--- config.mk ---
export PLATFORM = sky130hd
export DESIGN_NAME = axil_wr_master
export DESIGN_NICKNAME = d
export VERILOG_FILES = /design/src/rtl/axil_pkg.sv /design/src/rtl/axil_cmd_fifo.sv /design/src/rtl/axil_wr_master.sv
export SDC_FILE = /design/constraint.sdc
export NUM_CORES = 1
export LEC_CHECK = 0
export ABC_CLOCK_PERIOD_IN_PS = 14700
export BUFFER_PORTS_ARGS = -buffer_cell sky130_fd_sc_hd__buf_2
export CAP_MARGIN = 5
export CORE_MARGIN = 4
export CORE_UTILIZATION = 37
export CTS_CLUSTER_DIAMETER = 50
export DETAILED_ROUTE_END_ITERATION = 8
export GPL_TIMING_DRIVEN = 0
export PLACE_DENSITY = 0.55
export SETUP_SLACK_MARGIN = 0.05
export SYNTH_ARGS = -nofsm -noshare
export SYNTH_HDL_FRONTEND = slang
export SYNTH_SLANG_ARGS = --single-unit
--- constraint.sdc ---
create_clock -name axi_aclk -period 14.7 [get_ports axi_aclk]
set_input_delay 1.47 -clock axi_aclk [delete_from_list [all_inputs] [get_ports axi_aclk]]
set_output_delay 1.47 -clock axi_aclk [all_outputs]
set_load 0.05 [all_outputs]
--- src/rtl/axil_pkg.sv ---
// Shared types for the AXI4-Lite write master: response codes, FSM states, command payload.
package axil_pkg;

  localparam int unsigned AXIL_ADDR_W = 16;
  localparam int unsigned AXIL_DATA_W = 32;
  localparam int unsigned AXIL_STRB_W = AXIL_DATA_W / 8;

  typedef enum logic [1:0] {
    OKAY   = 2'b00,
    EXOKAY = 2'b01,
    SLVERR = 2'b10,
    DECERR = 2'b11
  } resp_e;

  typedef enum logic [1:0] {
    IDLE   = 2'd0,
    SEND   = 2'd1,
    WAIT_B = 2'd2
  } state_e;

  typedef struct packed {
    logic [AXIL_ADDR_W-1:0] addr;
    logic [AXIL_DATA_W-1:0] data;
    logic [AXIL_STRB_W-1:0] strb;
  } axil_wr_cmd_t;

  function automatic bit is_pow2(input int unsigned v);
    return (v != 0) && ((v & (v - 1)) == 0);
  endfunction

endpackage

--- src/rtl/axil_cmd_fifo.sv ---
// Synchronous command FIFO with registered occupancy; no write-through bypass.
module axil_cmd_fifo
  import axil_pkg::*;
#(
  parameter int unsigned DEPTH = 8,
  parameter type T = axil_wr_cmd_t
) (
  input  logic clk_i,
  input  logic rst_i,
  input  logic push_i,
  input  T     wdata_i,
  input  logic pop_i,
  output T     rdata_o,
  output logic full_o,
  output logic empty_o
);

  localparam int unsigned PTR_W = $clog2(DEPTH);
  localparam int unsigned CNT_W = PTR_W + 1;

  T                 mem_q [DEPTH];
  logic [PTR_W-1:0] wptr_q;
  logic [PTR_W-1:0] rptr_q;
  logic [CNT_W-1:0] count_q;
  logic             do_push;
  logic             do_pop;

  assign full_o  = (count_q == CNT_W'(DEPTH));
  assign empty_o = (count_q == '0);
  assign do_push = push_i && !full_o;
  assign do_pop  = pop_i && !empty_o;
  assign rdata_o = mem_q[rptr_q];

  always_ff @(posedge clk_i or posedge rst_i) begin
    if (rst_i) begin
      wptr_q  <= '0;
      rptr_q  <= '0;
      count_q <= '0;
    end else begin
      if (do_push) wptr_q <= wptr_q + PTR_W'(1);
      if (do_pop)  rptr_q <= rptr_q + PTR_W'(1);
      case ({do_push, do_pop})
        2'b10:   count_q <= count_q + CNT_W'(1);
        2'b01:   count_q <= count_q - CNT_W'(1);
        default: count_q <= count_q;
      endcase
    end
  end

  // Storage needs no reset: occupancy alone decides what is valid.
  always_ff @(posedge clk_i) begin
    if (do_push) mem_q[wptr_q] <= wdata_i;
  end

endmodule

--- src/rtl/axil_wr_master.sv ---
// AXI4-Lite write master: queued commands issued one at a time over AW/W, completed on B.
// Optional watchdog on SEND/WAIT_B enabled by defining AXIL_WR_MASTER_TIMEOUT_EN.
module axil_wr_master
  import axil_pkg::*;
#(
  parameter int unsigned ADDR_W      = 16,
  parameter int unsigned DATA_W      = 32,
  parameter int unsigned FIFO_DEPTH  = 8,
  parameter int unsigned TIMEOUT_CYC = 256
) (
  input  logic                axi_aclk,
  input  logic                axi_areset,
  input  logic                cmd_valid,
  output logic                cmd_ready,
  input  logic [ADDR_W-1:0]   cmd_addr,
  input  logic [DATA_W-1:0]   cmd_data,
  input  logic [DATA_W/8-1:0] cmd_strb,
  output logic [ADDR_W-1:0]   axi_awaddr,
  output logic [2:0]          axi_awprot,
  output logic                axi_awvalid,
  input  logic                axi_awready,
  output logic [DATA_W-1:0]   axi_wdata,
  output logic [DATA_W/8-1:0] axi_wstrb,
  output logic                axi_wvalid,
  input  logic                axi_wready,
  input  logic [1:0]          axi_bresp,
  input  logic                axi_bvalid,
  output logic                axi_bready,
  output logic                busy,
  output logic                err,
  output logic                timeout,
  input  logic                err_clr,
  output logic [15:0]         wr_count
);

  localparam int unsigned STRB_W = DATA_W / 8;

  if (!is_pow2(FIFO_DEPTH) || FIFO_DEPTH < 2 || TIMEOUT_CYC < 2) begin : g_param_check
    $error("axil_wr_master: FIFO_DEPTH must be a power of 2 >= 2 and TIMEOUT_CYC >= 2");
  end

  typedef struct packed {
    logic [ADDR_W-1:0] addr;
    logic [DATA_W-1:0] data;
    logic [STRB_W-1:0] strb;
  } cmd_t;

  state_e            state_q;
  logic              awvalid_q;
  logic              wvalid_q;
  logic              bready_q;
  logic [ADDR_W-1:0] awaddr_q;
  logic [DATA_W-1:0] wdata_q;
  logic [STRB_W-1:0] wstrb_q;
  logic [15:0]       wr_count_q;
  logic              err_q;

  cmd_t push_cmd;
  cmd_t head_cmd;
  logic fifo_full;
  logic fifo_empty;
  logic fifo_pop;
  logic aw_done;
  logic w_done;
  logic b_hs;
  logic err_set;
  logic tmo_fire;

  assign push_cmd = '{addr: cmd_addr, data: cmd_data, strb: cmd_strb};
  assign fifo_pop = (state_q == IDLE) && !fifo_empty;

  axil_cmd_fifo #(
    .DEPTH (FIFO_DEPTH),
    .T     (cmd_t)
  ) u_fifo (
    .clk_i   (axi_aclk),
    .rst_i   (axi_areset),
    .push_i  (cmd_valid),
    .wdata_i (push_cmd),
    .pop_i   (fifo_pop),
    .rdata_o (head_cmd),
    .full_o  (fifo_full),
    .empty_o (fifo_empty)
  );

  // A channel counts as done once its valid has dropped or is accepted this cycle.
  assign aw_done = !awvalid_q || axi_awready;
  assign w_done  = !wvalid_q || axi_wready;
  assign b_hs    = (state_q == WAIT_B) && axi_bvalid && !tmo_fire;
  assign err_set = b_hs && (resp_e'(axi_bresp) != OKAY);

`ifdef AXIL_WR_MASTER_TIMEOUT_EN
  localparam int unsigned TCNT_W = $clog2(TIMEOUT_CYC + 1);

  logic [TCNT_W-1:0] tcnt_q;
  logic              timeout_q;

  assign tmo_fire = (state_q != IDLE) && (tcnt_q == TCNT_W'(TIMEOUT_CYC - 1));
  assign timeout  = timeout_q;

  always_ff @(posedge axi_aclk or posedge axi_areset) begin
    if (axi_areset) begin
      tcnt_q    <= '0;
      timeout_q <= 1'b0;
    end else begin
      if (state_q == IDLE || tmo_fire) tcnt_q <= '0;
      else                             tcnt_q <= tcnt_q + TCNT_W'(1);
      if (tmo_fire)     timeout_q <= 1'b1;
      else if (err_clr) timeout_q <= 1'b0;
    end
  end
`else
  assign tmo_fire = 1'b0;
  assign timeout  = 1'b0;
`endif

  always_ff @(posedge axi_aclk or posedge axi_areset) begin
    if (axi_areset) begin
      state_q    <= IDLE;
      awvalid_q  <= 1'b0;
      wvalid_q   <= 1'b0;
      bready_q   <= 1'b0;
      awaddr_q   <= '0;
      wdata_q    <= '0;
      wstrb_q    <= '0;
      wr_count_q <= '0;
    end else if (tmo_fire) begin
      state_q   <= IDLE;
      awvalid_q <= 1'b0;
      wvalid_q  <= 1'b0;
      bready_q  <= 1'b0;
    end else begin
      unique case (state_q)
        IDLE: begin
          if (!fifo_empty) begin
            awaddr_q  <= head_cmd.addr;
            wdata_q   <= head_cmd.data;
            wstrb_q   <= head_cmd.strb;
            awvalid_q <= 1'b1;
            wvalid_q  <= 1'b1;
            state_q   <= SEND;
          end
        end
        SEND: begin
          if (awvalid_q && axi_awready) awvalid_q <= 1'b0;
          if (wvalid_q && axi_wready)   wvalid_q  <= 1'b0;
          if (aw_done && w_done) begin
            bready_q <= 1'b1;
            state_q  <= WAIT_B;
          end
        end
        WAIT_B: begin
          if (b_hs) begin
            bready_q   <= 1'b0;
            wr_count_q <= wr_count_q + 16'd1;
            state_q    <= IDLE;
          end
        end
        default: state_q <= IDLE;
      endcase
    end
  end

  // Sticky error: a new error in the same cycle as err_clr takes precedence.
  always_ff @(posedge axi_aclk or posedge axi_areset) begin
    if (axi_areset)   err_q <= 1'b0;
    else if (err_set) err_q <= 1'b1;
    else if (err_clr) err_q <= 1'b0;
  end

  assign cmd_ready   = !fifo_full;
  assign busy        = !fifo_empty || (state_q != IDLE);
  assign axi_awaddr  = awaddr_q;
  assign axi_awprot  = 3'b000;
  assign axi_awvalid = awvalid_q;
  assign axi_wdata   = wdata_q;
  assign axi_wstrb   = wstrb_q;
  assign axi_wvalid  = wvalid_q;
  assign axi_bready  = bready_q;
  assign err         = err_q;
  assign wr_count    = wr_count_q;

endmodule

==> flow_results.org, run 1 <==
** Outcome
- The run finished with clean final reports.

** Setup path
- STA puts the critical path data required time at about 13 ns.
- Critical path's slowest cell :: dfrtp_1
- The worst setup path is captured at a primary output.
- Counting stages on the worst path, the most repeated cell is buf_2.
- Slowest Stage Delay on Critical Path :: approximately 0.35 ns
- The critical path is of the reg -> out type.
- Data on the critical path arrives at its endpoint at ~1.7 ns.
- Startpoint type of the worst setup path :: register
- Highest fanout seen on the critical path :: 8
- The critical path goes through buf_2, nor4_2, nand2_1, buf_2.

** Synth
- Proportion of synthesized flip-flops having asynchronous set or reset :: approximately 17%
- The most common cell in the synthesized netlist is edfxtp_1.
- By count the netlist is led by 416 x edfxtp_1, 101 x mux4_2, 84 x dfrtp_1, 70 x nand2_1, 53 x mux2i_1.
- Yosys mapped the design onto a little over 40 distinct sky130hd cell types.
- The biggest area contributor in the post-synthesis netlist is edfxtp_1.
- For this run, the number of Yosys warnings is 0.
- Synth top area share :: between 60 and 70%
- Dividing the synthesized area by the synthesized cell count gives slightly above 20 um^2.
- Cell area after synthesis :: 19,000 um^2
- Counting flops and latches in the post-synthesis netlist gives 500.
- Most used DFF post-synth :: edfxtp_1
- Summing the sequential cell areas from Yosys gives 76.7% of the chip area.
- Gate Count Post-Synth :: slightly above 900
- By area the synthesized netlist is led by edfxtp_1 66%, mux4_2 12%, dfrtp_1 11%.
- The synthesized design contains roughly 420 enable-type register cells.

** Routing
- Initial DRC Count :: 769
- Detailed Route WL :: 42,900 um
- In the routed design, unresolved DRC markers number 0.
- Number of detailed-routing iterations run before antenna repair :: 5
- In the final routed layout, each cell accounts on average for ~23 um.
- DR vias/cell :: around 5.0
- Count of vias placed by the detailed router :: 9,379
- Number of nets with antenna violations after routing :: 0

** Die
- Once the floorplan was initialized, standard cells occupied a little under two fifths of the core.
- The floorplan step set the die height to ~230 um.
- After floorplanning, the core was divided into slightly above 80 placement rows.
- Full die area :: 55,100 um^2
- The floorplan step set the die width to approximately 230 um.
- Core region area :: 50,500 um^2
- roughly 140 I/O pins were placed.

** Global routing
- First-pass GRT wire length :: approximately 65,000 um
- Via count of the first global-routing pass :: approximately 10,000
- Global route overflow :: 0
- Entering global routing, the biggest net connects between 50 and 60 pins.
- The number of antenna violations at the first check in global routing was 6.
- Across every metal layer, demand over resource in global routing totals between 10% and 20%.

** Clock network
- Clock-pin slew was measured on the worst setup and hold paths at 0.06 ns.
- At the later pin of the worst-skew pair, clock insertion delay measures 0.60 ns.
- In this run, post-CTS hold repair placed 0 buffers.
- CTS root buffer :: clkbuf_16
- In this run, CTS created clock tree buffers numbering 54.
- Postcts setup bufs :: 0
- H-Tree Depth :: 2
- The clock net in this run drives a total of 500 sinks.
- TritonCTS built the clock tree.
- Once the clock tree was built, the resizer swapped 0 gates to a different size.
- Clock Tree Buf Depth :: 3

** Pwr
- Dividing total power by cell area gives a power density of approximately 210 nW/um^2.
- The share of total power dissipated in combinational logic is 33.7%.
- Across the VDD grid, the largest voltage drop is approximately 0.000099 V.
- In this run the power spent charging and discharging nets is between 1.5 and 2 mW.
- Power consumption :: roughly 5 mW
- Relative contribution of the clock network to total power :: a little over a quarter
- Leakage power :: around 8.2 nW
- Of the total power, the share spent switching nets is around a third.
- Sequential share of power :: between 30% and 40%
- The internal power of the cells totals ~3.2 mW.

** Placed design
- Worst setup timing slack at the placement stage :: roughly 11 ns
- DP HPWL :: 28,800 um
- Buffers placed on the I/O ports in this run total ~130.
- At the end of routability-driven placement, the weighted congestion stood at a little under 0.7.

** Cells and area
- Across the whole layout, storage elements account for 14,600 um^2.
- Final net count :: between 1,000 and 1,500
- Area of the multi-input gates :: approximately 4100 um^2
- After filler insertion, the fill cell instance count of the layout stands at approximately 4,400.
- Signed area change from the synthesized netlist to the final layout :: 20.5%
- Share of layout cells above drive strength 1 :: between 30% and 40%
- Final core utilization :: a little under half

** STA
- Setup violations remaining at the end of the flow were counted as 0.
- Final hold analysis gives a worst-case slack of roughly 0.47 ns.
- At the pin with the least slew margin, the transition time is 0.884 ns.
- The smallest clock period supported by the final layout is computed as about 3.2 ns.
- Ratio of final minimum period to clock period :: between 20 and 25%
- Final count of hold timing violations :: 0
- Final clock skew :: around 0.019 ns
- Setup repair after global routing left no endpoint under its margin.
- Worst setup margin :: about 12 ns
- Post-Route Setup TNS :: 0 ns
- Max-slew violations :: 0
- Headroom to the max-slew limit :: between 40% and 50%
- Timing would allow up to approximately 320 MHz.

** Run
- Number of max-cap violations :: 0

** Hold path
- Classification of the worst-slack hold path :: reg -> reg
==> metrics by stage <==
stage / instance area (um^2) / cells
final: 22900 / 1880
after global routing: 22900 / 1877
after CTS: 22900 / 1877
after detailed placement: 21100 / 1775
after global placement: 20500 / 1730
after floorplan: 19000 / 924
==> worst paths after layout <==
kind | start | endpoint | slack [ns] | cells after the start
worst min register to register | wr_count[15]$_DFFE_PP0P_ | wr_count[15]$_DFFE_PP0P_ | 0.47 | 1
worst min-delay path | wr_count[15]$_DFFE_PP0P_ | wr_count[15]$_DFFE_PP0P_ | 0.47 | 1
max in group asynchronous | axi_areset | axi_awaddr[8]$_DFFE_PP0P_ | 12.98 | 3
worst max register to register | u_fifo.count_q[0]$_DFFE_PP0P_ | u_fifo.mem_q[0][20]$_DFFE_PP_ | 11.89 | 8
worst max-delay path | u_fifo.count_q[1]$_DFFE_PP0P_ | busy | 11.54 | 4
min in group asynchronous | axi_areset | axi_wdata[8]$_DFFE_PP0P_ | 1.02 | 2
==> registers in the layout, indices dropped and copies added (netlist names) <==
| register | flops |
|---|---|
| axi_wdata | 32 |
| axi_awvalid | 1 |
| u_fifo.count_q | 4 |
| axi_wstrb | 4 |
| u_fifo.rptr_q | 3 |
| axi_wvalid | 1 |
| u_fifo.mem_q | 416 |
| err | 1 |
| u_fifo.wptr_q | 3 |
| wr_count | 16 |
| state_q | 2 |
| axi_bready | 1 |
| axi_awaddr | 16 |
==> power by group through the flow <==
stage | clock (mW) | combinational (mW) | sequential (mW)
after global routing | 1.43 | 1.80 | 1.94
after CTS | 1.37 | 1.70 | 1.92
after detailed placement | 0 | 1.70 | 1.95
after global placement | 0 | 1.61 | 1.98
after floorplan | 0 | 0.882 | 2.22
final | 1.34 | 1.66 | 1.92
==> layout by cell type (no fill, tap or decap), types with 3 or more instances in the layout <==
master       n
edfxtp_1   416
buf_2      153
mux4_2     101
dfrtp_1     84
nand2_1     70
clkbuf_16   55
mux2i_1     53
o21ai_1     52
buf_6       26
buf_4       23
clkbuf_1    22
xnor2_1     15
clkinv_1    12
xor2_1       9
buf_12       9
clkinv_2     9
nand4_1      8
nor2_1       7
nor3_2       6
ha_1         6
bufinv_16    6
buf_8        5
nand3_1      4
inv_1        4
conb_1       4
diode_2      3
nand2b_1     3
o21ai_0      3
clkbuf_4     3
mux4_1       3
nor2_4       3
==> layer usage <==
metal / routed length [um] / vias to the layer above / GRT usage, %
met5: 37 / - / 0
met4: 872 / 8 / 4.17
met3: 2340 / 64 / 3.73
met2: 20200 / 201 / 24.4
met1: 19400 / 4926 / 22.2
li1: - / 4180 / -
==> final cells by class <==
cell class	instances	area share, %
Antenna cell	3	0.0327
Buffer	49	1.50
Clock buffer	69	6.23
Clock inverter	33	1.47
Inverter	6	0.109
Multi-Input combinational cell	369	18.0
Sequential cell	500	63.7
Tap cell	672	3.67
Timing Repair Buffer	179	5.34
==> logic make-up (layout without fill, tap and decap cells) <==
| kind of cell | Yosys count | in the layout | share of synthesized area (%) |
|---|---|---|---|
| other cells | 1 | 7 | 0.0197 |
| xor+xnor | 24 | 24 | 1.11 |
| flops | 500 | 500 | 76.7 |
| buf+inv | 55 | 336 | 1.92 |
| simple gates | 114 | 114 | 2.87 |
| compound gates | 62 | 62 | 1.69 |
| mux | 159 | 159 | 15.3 |
| fa+ha+maj | 6 | 6 | 0.395 |
==> worst max-delay path: cells and delay by family (launching register included) <==
kind	cells	cell delay (ns)
DFF	1	0.35
and+or+nand+nor	2	0.38
buffers and inverters	2	0.38
(Power assumes the default switching activity.)
==> run 2, diff against run 1 <==
--- a/config.mk
+++ b/config.mk
@@ -5,7 +5,7 @@
 export SDC_FILE = /design/constraint.sdc
 export NUM_CORES = 1
 export LEC_CHECK = 0
-export ABC_CLOCK_PERIOD_IN_PS = 14700
+export ABC_CLOCK_PERIOD_IN_PS = 2600
 export BUFFER_PORTS_ARGS = -buffer_cell sky130_fd_sc_hd__buf_2
 export CAP_MARGIN = 5
 export CORE_MARGIN = 4
@@ -13,7 +13,7 @@
 export CTS_CLUSTER_DIAMETER = 50
 export DETAILED_ROUTE_END_ITERATION = 8
 export GPL_TIMING_DRIVEN = 0
-export PLACE_DENSITY = 0.55
+export PLACE_DENSITY = 0.57
 export SETUP_SLACK_MARGIN = 0.05
 export SYNTH_ARGS = -nofsm -noshare
 export SYNTH_HDL_FRONTEND = slang
==> constraint.sdc (replaced) <==
create_clock -name axi_aclk -period 2.6 [get_ports axi_aclk]
set_input_delay 0.26 -clock axi_aclk [delete_from_list [all_inputs] [get_ports axi_aclk]]
set_output_delay 0.26 -clock axi_aclk [all_outputs]
set_load 0.05 [all_outputs]
==> flow_results.org, run 2 (synthesis gave the netlist of run 1 again) <==
** Outcome
- Run status :: completed

** STA
- Headroom to the max-slew limit came out at 38.9%.
- RSZ-0062 raised after global routing :: no
- For the finished layout, the period the worst path requires is 2.40 ns.
- Max-slew violations :: 0
- Setup-violating endpoint count in the final report :: 0
- Final count of hold timing violations :: 0
- Highest Clock Rate :: 416 MHz
- The tightest hold path in the finished design has a slack of 0.276 ns.
- Across the routed clock network, the largest skew measured is around 0.023 ns.
- At the pin with the least slew margin, the transition time is slightly above 0.9 ns.
- Worst setup margin :: 0.197 ns
- Ratio of final minimum period to clock period :: just over 90%

** Global routing
- The number of global-route vias before repair came to ~10,000.
- Antenna violations before repair :: 2
- GRT Util Overall :: about 15%
- Largest net degree at the start of global routing :: 51
- Global route overflow :: 0
- First-pass GRT wire length :: 65,000 um

** Pwr
- Power consumption :: 28.0 mW
- Leakage power :: roughly 8.5 nW
- Net switching is 34.3% of the power.
- Internal power contribution :: around 18 mW
- The share of total power dissipated in sequential elements is between 30% and 40%.
- Switching power total :: ~9.6 mW
- Power density over the cells :: between 1000 and 1500 nW/um^2
- IR analysis of the VDD net gives a maximum drop of 0.000575 V.
- The share of total power dissipated in combinational logic is between 30% and 40%.
- Relative contribution of the clock network to total power :: between 20% and 30%

** Setup path
- Data on the critical path arrives at its endpoint at about 2.9 ns.
- Cell mode on critical path :: xor2_1
- Reg-to-reg critical path startpoint :: u_fifo.count_q[1]$_DFFE_PP0P_
- The worst register-to-register path has a setup slack of a little under 0.2 ns.
- In this design, the stage delay of the slowest critical-path cell is roughly 0.36 ns.
- Series of cell instances along the critical path :: buf_4, nor4_4, nand2b_4, buf_6, inv_2, ha_2, xor2_1, ha_1, a21oi_1, xor2_1, nor2_1, xor2_1
- Startpoint type of the worst setup path :: register
- For the worst flop-to-flop path, the logic depth is 12.
- Crit path depth :: 12
- Along the worst path, the maximum fanout reaches 10.
- STA puts the critical path data required time at about 3 ns.
- End of the worst register-to-register path :: u_fifo.count_q[2]$_DFFE_PP0P_
- The most critical setup path has its startpoint at u_fifo.count_q[1]$_DFFE_PP0P_.
- Critical path's slowest cell :: dfrtp_1
- The worst setup path is of the reg -> reg kind.
- Together, buffers and inverters on the worst path number 3.
- Cell family with the largest share of critical-path delay :: simple AND/OR/NAND/NOR gates
- The worst setup path is captured at a register.
- Worst Setup EP :: u_fifo.count_q[2]$_DFFE_PP0P_

** Die
- Initial cell density of the core :: roughly 38%
- The core region is between 50,000 and 60,000 um^2.
- Total I/O pin count :: 139
- In this run the horizontal extent of the chip is around 230 um.
- After floorplanning, the core was divided into 82 placement rows.
- Full die area :: around 55,000 um^2
- From bottom edge to top edge, the die measures ~230 um.

** Run
- Max-cap violations in this run came to 0.

** Cells and area
- The register with the most flip-flops in the final layout is u_fifo.mem_q.
- The register with the most flip-flops in the layout has around 420 of them.
- Final net count :: approximately 1,300
- Most common library cell in the layout ignoring fill and taps :: edfxtp_1
- The top cell types in the final layout, fill and taps aside, are 416 x edfxtp_1, 152 x buf_2, 101 x mux4_2.
- The finished cells cover 23,700 um^2.
- Final core utilization :: a little under half
- Signed area change from the synthesized netlist to the final layout :: 24.5%
- Of the cells placed in the final design, the portion with a size suffix greater than 1 is 32.8%.

** Routing
- Mean routed wirelength per cell :: about 22 um
- Summed over all layers, the routed wires come to roughly 43,000 um.
- The detailed router placed roughly 9,500 vias in this run.
- The first detailed-routing pass ran for 5 iterations.
- Number of nets with antenna violations after routing :: 0
- DR vias/cell :: roughly 5.0
- After the first detailed-routing iteration, the DRC count stood at ~670.
- For this run, design rule violations remaining after detail routing come to 0.

** Placed design
- After detailed placement, the total cell area comes to approximately 21,000 um^2.
- GPL Wtd Cong :: about 0.7
- Port buffering added 134 buffers.
- OpenSTA, run right after detailed placement, puts the worst setup slack at 0.0449 ns.
- The HPWL after detailed placement is about 28,000 um.

** Clock network
- CTS placed an instance of clkbuf_16 at the clock tree root.
- CTS built an H-tree with a depth of 2.
- Number of clock buffers inserted by TritonCTS :: 56
- Clock sink count :: 500
- Clock Tree Buf Depth :: 3
- TritonCTS built the clock tree.
- Clock latency on the worst-skew pair, taken at its later pin, is 0.60 ns.
- CTS clock-pin slew for the worst setup and hold paths :: around 0.060 ns

** Hold path
- The tightest min-delay check is of the in -> async type.
## run 2: changes by cell type in the layout (fill, tap and decap cells not counted), moves of 4 or more
cell           change
dlygate4sd3_1     +59
buf_6             -18
buf_16            +13
buf_4             -10
clkinv_1           -7
clkbuf_8           +6
inv_6              +5
bufinv_16          -4
nor3_4             +4
## run 2: tightest hold or removal path, stage by stage
cell and delay, ns:
dlygate4sd3_1 0.53, buf_2 0.13, inv_4 0.40
## run 2: how the worst min path moves through the flow
stage | end | cells after the start
2_1_floorplan | axi_awvalid$_DFFE_PP0P_ | 1
3_3_place_gp | err$_DFFE_PP0P_ | 2
3_5_place_dp | axi_wdata[21]$_DFFE_PP0P_ | 2
4_1_cts | axi_wdata[26]$_DFFE_PP0P_ | 3
5_1_grt | axi_wdata[19]$_DFFE_PP0P_ | 3
6_report | axi_wdata[19]$_DFFE_PP0P_ | 3
## run 2: routing by layer
metal  vias to the layer above  wire, um  global-route usage [%]
met4                         4       814                    4.17
met5                         -        21                       0
met1                      4996     18900                    21.5
li1                       4265         -                       -
met3                        58      2240                    3.44
met2                       201     20800                    24.9
## run 2: final cells by class
| cell class | count | area [um^2] |
|---|---|---|
| Tap cell | 672 | 841 |
| Fill cell | 4256 | 26800 |
| Buffer | 49 | 349 |
| Antenna cell | 1 | 2.50 |
| Multi-Input combinational cell | 369 | 4210 |
| Inverter | 6 | 25.0 |
| Timing Repair Buffer | 223 | 1900 |
| Sequential cell | 500 | 14600 |
| Clock buffer | 80 | 1570 |
| Clock inverter | 24 | 194 |
## run 2: power groups by stage
stage	combinational [mW]	sequential (mW)	clock, mW
floorplan	5.07	12.5	0
global placement	9.12	11.1	0
detailed placement	9.64	11.1	0
CTS	9.75	10.9	7.75
global route	10.3	11.0	8.09
finish	9.54	10.9	7.54
## run 2: per-stage QoR
| stage | cells | setup TNS, ns |
|---|---|---|
| global route | 1923 | 0 |
| finish | 1924 | 0 |
| floorplan | 924 | -33.80 |
| CTS | 1923 | 0 |
| global placement | 1730 | -602.41 |
| detailed placement | 1758 | 0 |
## run 2: what timing repair did
item / CTS / global route
hold buffers: 59 / 0
hold endpoints to repair: 457 / 0
resized for setup: 0 / 5
endpoints found under the setup margin: 23 / 2
cloned: 0 / 0
pin swaps: 1 / 0
setup buffers: 2 / 0
==> run 3, diff against run 2 <==
--- a/config.mk
+++ b/config.mk
@@ -17,4 +17,5 @@
 export SETUP_SLACK_MARGIN = 0.05
 export SYNTH_ARGS = -nofsm -noshare
 export SYNTH_HDL_FRONTEND = slang
+export SYNTH_HIERARCHICAL = 1
 export SYNTH_SLANG_ARGS = --single-unit
==> flow_results.org, run 3 <==
** Global routing
- First-pass GRT wire length :: 63,400 um
- Via count of the first global-routing pass :: around 10,000
- Antenna violations before repair :: 4
- Global route overflow :: 0
- Entering global routing, the biggest net connects between 40 and 50 pins.
- Across every metal layer, demand over resource in global routing totals around 15%.

** Setup path
- Critical path buffers and inverters :: 2
- The worst setup path is captured at a register.
- Critical path's slowest cell :: or4b_4
- Crit path arrival time :: 3.04 ns
- Walking the worst path, the cells encountered are buf_4, o41ai_2, inv_2, ha_4, ha_4, or4b_4, o311ai_2, o211ai_1.
- The critical path in this run is classified as reg -> reg.
- STA puts the critical path data required time at 3.06 ns.
- Slowest Stage Delay on Critical Path :: 0.52 ns
- Counting cells, the worst reg-to-reg path comes to 8.
- Counting buffers and inverters, the worst setup path is 8 cells deep.
- Broken down by cell family, the worst path's largest delay share belongs to compound AO/OA/AOI/OAI gates.
- Cell mode on critical path :: ha_4
- STA classifies the critical path startpoint as a register.
- Of all nets on the critical path, the largest fanout is 6.

** Placed design
- After legalization and detailed placement, the total HPWL measured 26,600 um.
- Port Buffers :: 134
- The congestion estimate from routability-driven global placement came to 0.694.
- Cell Area, Placed :: about 22,000 um^2
- Placed insts :: 1,716

** Synth
- Seq cells post-synth :: 500
- Leading cell types by total area after synthesis :: edfxtp_1 64%, mux4_2 12%, dfrtp_1 11%
- Area share of xor/xnor cells in the synthesized design :: less than 1%
- Mean Syn Cell Area :: 22.2 um^2
- After synthesis the cells add up to ~19,000 um^2.
- Yosys printed 6 warnings.
- Distinct cell type count after synthesis :: 49
- Gate Count Post-Synth :: between 800 and 900
- Dominant combinational cell family by area after synthesis :: multiplexers
- Synth top area share :: ~64%
- Simple-gate area share of the yosys netlist :: 2.01%
- EDFF count, synth :: around 420
- In the synthesized netlist the async set-or-reset flop fraction comes to between 10% and 20%.
- Summing the areas of all fa, ha and maj instances in the mapped netlist gives less than 1% of the synthesized area.
- Synthesized-area fraction occupied by ao, oa, aoi and oai cells :: less than 1%
- edfxtp_1 is the most common cell in the netlist.
- The synthesized design spends more area on one cell type than any other, namely edfxtp_1.
- Fraction of the yosys area taken by sequential cells :: between 70% and 80%
- The commonest cells after synthesis are 416 x edfxtp_1, 101 x mux4_2, 84 x dfrtp_1, 58 x mux2_2, 43 x mux2_4.
- Measured against the total synthesized area, the mux share comes to approximately a fifth.
- Most used DFF post-synth :: edfxtp_1

** STA
- The worst path uses slightly below 100% of the clock period.
- Final count of hold timing violations :: 0
- Setup-violating endpoint count in the final report :: 0
- After layout, the minimum clock period comes to around 2.6 ns.
- Headroom to the max-slew limit came out at a little under a third.
- For the pin with the worst max-slew slack, the measured transition is approximately 1.0 ns.
- Post-route worst hold slack :: ~0.047 ns
- The number of pins exceeding their max-slew limit in the final report is 0.
- Final clock skew :: 0.0167 ns
- Setup repair after global routing could not meet its margin everywhere.
- Highest Clock Rate :: approximately 400 MHz

** Routing
- The first TritonRoute pass finished after 4 iterations.
- The detailed router finished its first iteration with about 520 violations.
- Mean routed wirelength per cell :: around 22 um
- The routed layout has ~9,400 vias.
- Number of nets with antenna violations after routing :: 0
- Number of DRC violations after detailed routing :: 0
- DR vias/cell :: 4.96
- Detailed Route WL :: 42,000 um

** Cells and area
- Most common library cell in the layout ignoring fill and taps :: edfxtp_1
- In the layout the commonest cells are 416 x edfxtp_1, 143 x buf_2, 101 x mux4_2.
- The finished cells cover between 20,000 and 25,000 um^2.
- Post-route non-filler standard cell count :: 1,898
- In the final layout, the share of cells above drive strength 1 is between 40% and 50%.
- Once layout is complete, the utilization of the core stands at between 40% and 50%.
- The register with the most flip-flops in the layout has between 400 and 500 of them.
- Compared with the post-synthesis result, the final layout area differs by 24.3%.
- u_fifo/mem_q holds more flip-flops than any other register.
- Final net count :: roughly 1,200

** Outcome
- The run finished with clean final reports.

** Clock network
- The cell sitting at the root of the clock tree is a clkbuf_16.
- Clock-pin slew was measured on the worst setup and hold paths at roughly 0.060 ns.
- For the worst-skew pair, the clock arrives at the later sink with an insertion delay of around 0.60 ns.
- Clock Tree Buf Depth :: 3
- Counting the buffers created by CTS gives 57.
- Clock sink count :: 500
- TritonCTS clock tree :: done
- The clock tree synthesis step divided the H-tree into 2 levels.

** Pwr
- Worst IR Drop VDD :: about 0.00057 V
- In this run the power density over the cells is roughly 1200 nW/um^2.
- In this run the static leakage power is roughly 8.6 nW.

** Die
- Initial cell density of the core :: between 30% and 40%
- Measured along the x axis, the die boundary spans about 240 um.
- Full die area :: 56,400 um^2
- The die is about 240 um tall.
- The floorplan step defined a core boundary enclosing slightly above 50,000 um^2.
- Total I/O pin count :: between 100 and 150
- The initialized floorplan defines between 80 and 90 standard-cell rows.

** Run
- Max-cap violations in this run came to 0.

** Hold path
- Hold-critical path depth :: 4
- Classification of the worst-slack hold path :: in -> reg
[run 3: cell families after synthesis]
| logic type | count (synthesis) |
|---|---|
| xor gates and xnor gates | 21 |
| adders and majority gates | 7 |
| muxes | 211 |
| other | 1 |
| AOI/OAI and AO/OA | 17 |
| and+or+nand+nor | 64 |
| buffers and inverters | 56 |
| DFF | 500 |
[run 3: final timing paths]
kind	from	endpoint	slack [ns]
setup reg to reg	u_fifo/count_q[0]$_DFFE_PP0P_	u_fifo/count_q[3]$_DFFE_PP0P_	0.03
setup / recovery	u_fifo/count_q[0]$_DFFE_PP0P_	u_fifo/count_q[3]$_DFFE_PP0P_	0.03
hold reg to reg	wr_count[15]$_DFFE_PP0P_	wr_count[15]$_DFFE_PP0P_	0.47
max in group asynchronous	axi_areset	axi_wdata[19]$_DFFE_PP0P_	1.72
min in group asynchronous	axi_areset	u_fifo/rptr_q[0]$_DFFE_PP0P_	0.24
hold / removal	axi_awready	axi_awvalid$_DFFE_PP0P_	0.05
[run 3: power by group]
| part | total, mW | internal (mW) | switching [mW] |
|---|---|---|---|
| Clock | 7.87 | 4.66 | 3.21 |
| Combinational | 10.6 | 4.82 | 5.74 |
| Sequential | 10.9 | 10.3 | 0.612 |
[run 3: layout make-up]
type / count / area (um^2)
buffer: 39 / 324
timing repair buffer: 229 / 1860
fill: 4394 / 27500
antenna: 3 / 7.51
sequential: 500 / 14600
multi-input combinational: 324 / 4650
inverter: 15 / 58.8
tap: 680 / 851
clock inverter: 29 / 269
clock buffer: 79 / 1610
[run 3: worst reg2reg max path, cell delays in order (launching register included)]
cell and delay [ns]:
dfrtp_2 0.45, buf_4 0.17, o41ai_2 0.49, inv_2 0.11, ha_4 0.21, ha_4 0.25
or4b_4 0.52, o311ai_2 0.10, o211ai_1 0.14
[run 3: timing repair]
action | CTS | global route
setup endpoints to repair | 86 | 38
hold endpoints to repair | 463 | 0
hold buffers | 57 | 0
pin swaps | 4 | 7
resized for setup | 11 | 3
setup buffers | 6 | 10
[run 3: stage by stage]
| step | TNS, ns | power [mW] | setup slack (ns) |
|---|---|---|---|
| after global routing | -0.0633 | 30.8 | -0.0633 |
| after CTS | -0.0103 | 29.8 | -0.0103 |
| after floorplan | -37.47 | 18.6 | -0.112 |
| after detailed placement | -1.94 | 21.6 | -0.876 |
| final | 0 | 29.4 | 0.0277 |
| after global placement | -791.52 | 21.2 | -1.80 |
[run 3: routing by layer]
metal	GRT usage [%]	share of wire, %	routed length, um	vias up
met3	2.87	5.0	2090	61
li1	-	-	-	4158
met2	24.3	49	20400	223
met5	0	0.031	13	-
met1	20.8	45	18800	4966
met4	3.77	1.7	708	2
